<file path="src/rtl/systolic_tile_sequencer.sv">
// Sequences one weight-stationary tile on an N_ROWS x N_COLS INT8 systolic array.
// The phases are: weight fetch, weight load, psum clear, K activation beats,
// skew/pipeline drain, and a done pulse.
//
// Ports:
//   clk, rst_n        clock, asynchronous active-low reset
//   start             one-cycle pulse, accepted only in IDLE
//   skip_load         sampled with start; 1 reuses the resident weights
//   k_len             sampled with start; number of activation beats
//   rows_mask         sampled with start; active array rows
//   w_valid/w_ready   weight beat handshake; w_data holds one byte per column
//   a_valid/a_ready   activation beat handshake; a_data holds one byte per row
//   arr_*             array control pins: en, clr, load_weight, row_en, a/b data
//   busy              state != IDLE
//   done              one-cycle pulse when the array outputs are valid
//   stall_cnt         saturating count of COMPUTE cycles with a_valid low
// arr_en and arr_a_flat are combinational: an accepted activation beat reaches
// the array in the same cycle.
module systolic_tile_sequencer #(
    parameter int unsigned N_ROWS = 16,
    parameter int unsigned N_COLS = 16,
    parameter int unsigned PIPE   = 1,
    parameter int unsigned K_W    = 16
) (
    input  logic                clk,
    input  logic                rst_n,
    input  logic                start,
    input  logic                skip_load,
    input  logic [K_W-1:0]      k_len,
    input  logic [N_ROWS-1:0]   rows_mask,
    input  logic                w_valid,
    output logic                w_ready,
    input  logic [N_COLS*8-1:0] w_data,
    input  logic                a_valid,
    output logic                a_ready,
    input  logic [N_ROWS*8-1:0] a_data,
    output logic                arr_en,
    output logic                arr_clr,
    output logic                arr_load_weight,
    output logic [N_ROWS-1:0]   arr_row_en,
    output logic [N_ROWS*8-1:0] arr_a_flat,
    output logic [N_COLS*8-1:0] arr_b_flat,
    output logic                busy,
    output logic                done,
    output logic [31:0]         stall_cnt
);

    localparam int unsigned A_W       = N_ROWS * 8;
    localparam int unsigned B_W       = N_COLS * 8;
    localparam int unsigned WLOAD_CYC = N_COLS + 1;
    localparam int unsigned DRAIN_CYC = N_ROWS + N_COLS + PIPE - 1;
    localparam int unsigned PH_MAX    = (WLOAD_CYC > DRAIN_CYC) ? WLOAD_CYC : DRAIN_CYC;
    localparam int unsigned PH_W      = $clog2(PH_MAX) + 1;

    typedef enum logic [2:0] {
        S_IDLE,
        S_WFETCH,
        S_WLOAD,
        S_CLEAR,
        S_COMPUTE,
        S_DRAIN,
        S_DONE
    } state_t;

    state_t              state_q;
    state_t              state_d;
    logic [K_W-1:0]      k_q;
    logic [N_ROWS-1:0]   rows_q;
    logic [K_W-1:0]      beat_cnt;
    logic [PH_W-1:0]     phase_cnt;
    logic [B_W-1:0]      b_hold;

    logic start_acc;
    logic wload_last;
    logic drain_last;
    logic beat_last;

    assign start_acc  = start && (state_q == S_IDLE);
    assign wload_last = (phase_cnt == PH_W'(WLOAD_CYC - 1));
    assign drain_last = (phase_cnt == PH_W'(DRAIN_CYC - 1));
    // k_q is nonzero whenever COMPUTE is entered, so k_q-1 never underflows here.
    assign beat_last  = (beat_cnt == (k_q - K_W'(1)));
    assign arr_b_flat = b_hold;

    // State register
    always_ff @(posedge clk or negedge rst_n) begin
        if (!rst_n) begin
            state_q <= S_IDLE;
        end else begin
            state_q <= state_d;
        end
    end

    // Next-state logic and the combinational array stream outputs
    always_comb begin
        state_d    = state_q;
        arr_en     = 1'b0;
        arr_a_flat = '0;
        case (state_q)
            S_IDLE: begin
                if (start) begin
                    state_d = skip_load ? S_CLEAR : S_WFETCH;
                end
            end
            S_WFETCH: begin
                if (w_valid) begin
                    state_d = S_WLOAD;
                end
            end
            S_WLOAD: begin
                if (wload_last) begin
                    state_d = S_CLEAR;
                end
            end
            S_CLEAR: begin
                state_d = (k_q != '0) ? S_COMPUTE : S_DONE;
            end
            S_COMPUTE: begin
                if (a_valid) begin
                    arr_en     = 1'b1;
                    arr_a_flat = A_W'(a_data);
                    if (beat_last) begin
                        state_d = S_DRAIN;
                    end
                end
            end
            S_DRAIN: begin
                arr_en = 1'b1;
                if (drain_last) begin
                    state_d = S_DONE;
                end
            end
            S_DONE: begin
                state_d = S_IDLE;
            end
            default: begin
                state_d = S_IDLE;
            end
        endcase
    end

    // Registered control outputs, decoded from the next state so they align with state_q
    always_ff @(posedge clk or negedge rst_n) begin
        if (!rst_n) begin
            busy            <= 1'b0;
            done            <= 1'b0;
            arr_clr         <= 1'b0;
            arr_load_weight <= 1'b0;
            w_ready         <= 1'b0;
            a_ready         <= 1'b0;
            arr_row_en      <= '0;
        end else begin
            busy            <= (state_d != S_IDLE);
            done            <= (state_d == S_DONE);
            arr_clr         <= (state_d == S_CLEAR);
            arr_load_weight <= (state_d == S_WLOAD);
            w_ready         <= (state_d == S_WFETCH);
            a_ready         <= (state_d == S_COMPUTE);
            if (state_d == S_IDLE) begin
                arr_row_en <= '0;
            end else begin
                arr_row_en <= start_acc ? rows_mask : rows_q;
            end
        end
    end

    // Tile parameters latched on an accepted start
    always_ff @(posedge clk or negedge rst_n) begin
        if (!rst_n) begin
            k_q    <= '0;
            rows_q <= '0;
        end else if (start_acc) begin
            k_q    <= k_len;
            rows_q <= rows_mask;
        end
    end

    // Stationary weight register; changes only on an accepted weight beat
    always_ff @(posedge clk or negedge rst_n) begin
        if (!rst_n) begin
            b_hold <= '0;
        end else if ((state_q == S_WFETCH) && w_valid) begin
            b_hold <= B_W'(w_data);
        end
    end

    // Phase counter shared by WLOAD and DRAIN; restarts on every state change
    always_ff @(posedge clk or negedge rst_n) begin
        if (!rst_n) begin
            phase_cnt <= '0;
        end else if (((state_q == S_WLOAD) || (state_q == S_DRAIN)) && (state_d == state_q)) begin
            phase_cnt <= phase_cnt + PH_W'(1);
        end else begin
            phase_cnt <= '0;
        end
    end

    // Activation beat counter
    always_ff @(posedge clk or negedge rst_n) begin
        if (!rst_n) begin
            beat_cnt <= '0;
        end else if (start_acc) begin
            beat_cnt <= '0;
        end else if ((state_q == S_COMPUTE) && a_valid) begin
            beat_cnt <= beat_last ? '0 : (beat_cnt + K_W'(1));
        end
    end

    // Saturating stall counter
    always_ff @(posedge clk or negedge rst_n) begin
        if (!rst_n) begin
            stall_cnt <= '0;
        end else if (start_acc) begin
            stall_cnt <= '0;
        end else if ((state_q == S_COMPUTE) && !a_valid && (stall_cnt != 32'hFFFF_FFFF)) begin
            stall_cnt <= stall_cnt + 32'd1;
        end
    end

endmodule
</file>
<file path="config.mk">
export PLATFORM = sky130hd
export DESIGN_NAME = systolic_tile_sequencer
export DESIGN_NICKNAME = d
export VERILOG_FILES = /design/src/rtl/systolic_tile_sequencer.sv
export SDC_FILE = /design/constraint.sdc
export NUM_CORES = 1
export LEC_CHECK = 0
export BUFFER_PORTS_ARGS = -buffer_cell sky130_fd_sc_hd__buf_2
export CAP_MARGIN = 10
export CORE_AREA = 3 3 232 234
export DETAILED_ROUTE_END_ITERATION = 12
export DIE_AREA = 0 0 235 237
export MAX_ROUTING_LAYER = met4
export SETUP_SLACK_MARGIN = 0.4
export SYNTH_ARGS = -nofsm -noshare
export SYNTH_HDL_FRONTEND = slang
export SYNTH_SLANG_ARGS = --single-unit
</file>
<file path="constraint.sdc">
create_clock -name clk -period 2.7 [get_ports clk]
set_input_delay 0.27 -clock clk [delete_from_list [all_inputs] [get_ports clk]]
set_output_delay 0.27 -clock clk [all_outputs]
set_load 0.01 [all_outputs]
</file>
Word-level counts from Yosys, hierarchy flattened
Cells that the tools add are included.
W data, S select, Z words.
- flip-flop bits (word level): 239
- input port bits: 294
- output and inout port bits: 311
- word-level logic and storage cells: 68
- add/sub/neg operators: 4
- equality and inequality tests: 15
- mux-type cells: 21
- reductions and logical operators: 14
- operators with widths (kind ; count):
    $mux W128 ; 2
    $mux W16 ; 5
    $mux W32 ; 2
    $add A32 B1 Y32 const B ; 1
    $ne A32 B32 Y1 const B ; 1
    $mux W3 ; 6
    $pmux W3 S6 ; 1
    $add A16 B1 Y16 const B ; 1
    $eq A16 B16 Y1 ; 1
    $reduce_bool A16 Y1 ; 1
    $sub A16 B1 Y16 const B ; 1
    $eq A3 B2 Y1 const B ; 4
    $eq A3 B3 Y1 const B ; 4
    $eq A6 B5 Y1 const B ; 2
    $add A6 B1 Y6 const B ; 1
    $eq A3 B1 Y1 const B ; 2
    $logic_and A1 B1 Y1 ; 6
    $logic_not A3 Y1 ; 2
    $mux W6 ; 1
    $mux W2 ; 2
    $reduce_bool A2 Y1 ; 2
    $eq A3 B3 Y1 ; 1
    $reduce_bool A3 Y1 ; 1
    $pmux W1 S2 ; 1
    other kinds (3) ; 3

Logic depth before layout (Yosys ltp)
- depth in word-level cells: 8
- mapped depth: 10

Least setup slack after synthesis
OpenSTA, ideal clock, no wires.
- path type: reg2reg
- start: reg k_q[2]
- end: reg beat_cnt[1]
- setup time: 0.122 ns
- arrival time: 2.429 ns
- required time: 2.578 ns
- slack: 0.149 ns
- stages on the path, launching flop included: 9
- buffers on the path: 2
- clock period less this slack: 2.551 ns
- cells stage by stage: dfrtp_1 > buf_6 > or4_4 > nor3_1 > mux2_2 > o21ai_0 > nand4_4 > buf_6 > a32o_1
- longest elaborated chain between the ends: 5
- RTL lines (what ; line ; source):
    from (decl) ; 67 ; logic [K_W-1:0] k_q;
    from (signal assigned) ; 173 ; k_q <= k_len;
    $sub A16 B1 Y16 ; 82 ; assign beat_last = (beat_cnt == (k_q - K_W'(1)));
    $eq A16 B16 Y1 ; 82 ;
    $mux W16 ; 205 ; beat_cnt <= beat_last ? '0 : (beat_cnt + K_W'(1));
    $mux W16 ; 204 ; end else if ((state_q == S_COMPUTE) && a_valid) begin
    $mux W16 ; 202 ; end else if (start_acc) begin
    to (signal assigned) ; 205 ;
    to (decl) ; 69 ; logic [K_W-1:0] beat_cnt;
Every way passes these cells. The select of a mux whose other input is x is not followed.
A chain may end at the register's enable or synchronous reset.

Final worst setup path
- start: reg k_q[2]
- end: reg beat_cnt[12]
The elaborated chain is that of the path after synthesis.

==> reports/results.ini <==
[status]
status = finished, final reports clean

[critical_path]
endpoint_kind = register
critical_path_class = register to register
cp-startpoint = k_q[2]
cp.arrival_ns = 2.92
r2r_start = k_q[2]
startpoint_type = register
critical_path_peak_fanout = 7
required_ns = 3.10

[floorplan]
row_count = 84
die_w_um = 235
initial_core_util = 0.211
ios = 605
design.core.area_um2 = 52200
chipHeight_um = 237
dieArea_um2 = 55700

[detailed_routing]
met2_length_mm = 23.9
highest-signal-layer = met4
ant_nets = 0
firstDrtPassIters = 6
vias = 11200
met1_length_mm = 21.2
drc = 0
routed_wl_mm = 50.3
drt_iter0_drc = 665
via_per_inst = 4.37
wire_per_inst_um = 19.6
wl_met3_mm = 4.15

[global_routing]
grt_max_degree = 129
grt_pass1_wl_mm = 69.7
grt_pass1_vias = 11500
antenna_found_initial = 7
overflow = 0
track_usage = 0.165

[synth]
ys_types = 54
synth-seq-area-share = 0.542
synth_seq_cells = 239
synth-edff-count = 0
ys.flop_type = dfrtp_1
synth_fp_nets = 1314
synth_largest_area_cell = dfrtp_1
ys_warn_count = 0
synthTopCellsByArea = dfrtp_1 (54%), mux2_2 (13%), and2_1 (7.4%), nand2_1 (4.3%), xnor2_1 (2.2%)
post-synth-top-area-fraction = 0.542
synth_area_um2 = 11000
async_flop_share = 1.00
syn_inst = 1015
synth.avg_cell_area_um2 = 10.9

[min_path]
hold_start = w_data[33]
worstHoldPathType = input port to register

[cells_and_area]
area_growth_pct = 82.4
drive_gt1_frac = 0.553
instances_no_fill = 2571
layout_common_cells = buf_2 (506), dfrtp_1 (233), dlygate4sd3_1 (159), mux2_2 (128), nand2_1 (127)
fin_nets = 2157
final_common_cell = buf_2

[sta]
max_freq_ghz = 0.398
report.final.slew_viol_count = 0
post-route-period-util = 0.931
rsz0062_at_grt = yes
fin_skew_ns = 0.0187
finalSetupTns_ns = 0
timing.slew.headroom = 0.526
hold_viol = 0
setup_viol = 0
post-route-min-period_ns = 2.51
worst_pin_slew_ns = 0.711

[power]
vdd_drop_max_mv = 0.326
power.leakage_nw = 9.74
p_per_area_nw_per_um2 = 877

[clocking]
root_buffer = clkbuf_16
clockBufferDepth = 3
clock_latency_ns = 0.55
cts.sinks = 239
cts_tree = yes
clk_pin_slew_ns = 0.06
numCtsBuffers = 28
htree_levels = 1

[place]
post-place-cells = 2280
io_buffers = 604
hpwlAfterDp_mm = 31.6
place_congestion = 0.951

[job]
drv_cap = 0

## worst max-delay path: stages, from the launching register on
cell and delay [ns]:
dfrtp_2 0.44, or4_4 0.57, o21ai_4 0.16, or4b_4 0.49, nand3_4 0.09, nand4_4 0.10
buf_12 0.19, buf_6 0.12, a31oi_4 0.15, a31oi_1 0.07
## cell families after synthesis
kind of cell | share of synthesized area
xor+xnor | 0.0341
compound gates | 0.0406
flops | 0.542
mux | 0.133
buf+inv | 0.0260
fa+ha+maj | 0.00567
simple gates | 0.218
## through the flow
step | setup slack [ns] | power [mW] | hold WS, ns | util | area (um^2)
after floorplan | 0.341 | 9.16 | -0.0256 | - | 11100
after global placement | 0.134 | 11.7 | 0.241 | 0.287 | 15000
after detailed placement | 0.0745 | 11.9 | 0.242 | 0.287 | 15000
after CTS | 0.219 | 17.0 | 0.00515 | 0.364 | 19000
after global routing | 0.117 | 18.7 | 0.0114 | 0.385 | 20100
final | 0.186 | 17.7 | 0.0410 | 0.385 | 20100
## cells in the mapped netlist (2+ instances only)
master,number
a211oi_1,2
a21oi_1,9
a22o_1,2
a311oi_1,2
a31oi_1,21
and2_1,130
and3_1,13
and4_1,2
buf_1,2
buf_2,4
buf_6,2
clkbuf_1,44
dfrtp_1,239
ha_1,5
inv_1,19
mux2_2,129
mux2i_1,2
nand2_1,127
nand2b_1,2
nand3_1,24
nand3b_1,6
nand4_1,15
nor2_1,62
nor2b_1,20
nor3_1,15
nor3b_1,6
nor4_1,9
nor4b_1,3
o211ai_1,4
o21ai_0,21
o21ai_1,2
o31ai_1,2
or3_1,7
or4_4,2
xnor2_1,28
xor2_1,15
## final cells by class
cell class | instances | area [um^2]
fillers | 4981 | 32100
repair buffers | 865 | 6890
flip-flops and latches | 239 | 5990
multi-input cells | 705 | 5370
well taps | 688 | 861
clock buffers | 38 | 820
clock inverters | 11 | 119
inverters | 19 | 71.3
diodes | 6 | 15.0
## sequential cells by signal, indices dropped and copies added (netlist names)
register         count
a_ready              1
arr_b_flat         128
arr_clr              1
arr_load_weight      1
arr_row_en          16
beat_cnt            16
busy                 1
done                 1
k_q                 16
phase_cnt            6
rows_q              16
stall_cnt           32
state_q              3
w_ready              1
## worst paths after layout
check                                   to  slack (ns)  depth (start not counted)
setup / recovery              beat_cnt[12]        0.19                          9
hold / removal              arr_b_flat[33]        0.04                          2
setup reg to reg              beat_cnt[12]        0.19                          9
hold reg to reg                  rows_q[0]        0.46                          2
max in group asynchronous           k_q[2]        1.63                          3
min in group asynchronous  arr_b_flat[106]        0.26                          2
## power by group
group / total (mW) / internal (mW) / switching, mW
clock: 3.82 / 2.30 / 1.52
sequential: 5.85 / 4.99 / 0.867
combinational: 7.98 / 4.06 / 3.92
## routing by layer
metal | up-vias | track usage
met5 | - | -
met4 | 0 | 0.0423
met3 | 61 | 0.0483
met2 | 508 | 0.266
met1 | 5517 | 0.202
li1 | 5157 | -
## what timing repair did
| action | in CTS | in global routing |
|---|---|---|
| pin swaps | 58 | 81 |
| buffers inserted | 30 | 15 |
| hold buffers | 158 | 1 |
| hold endpoints to repair | 212 | 1 |
| cloned | 19 | 13 |
| endpoints found under the setup margin | 181 | 277 |
| resized for setup | 161 | 147 |
Note: power is estimated with default switching activity, not from simulation.
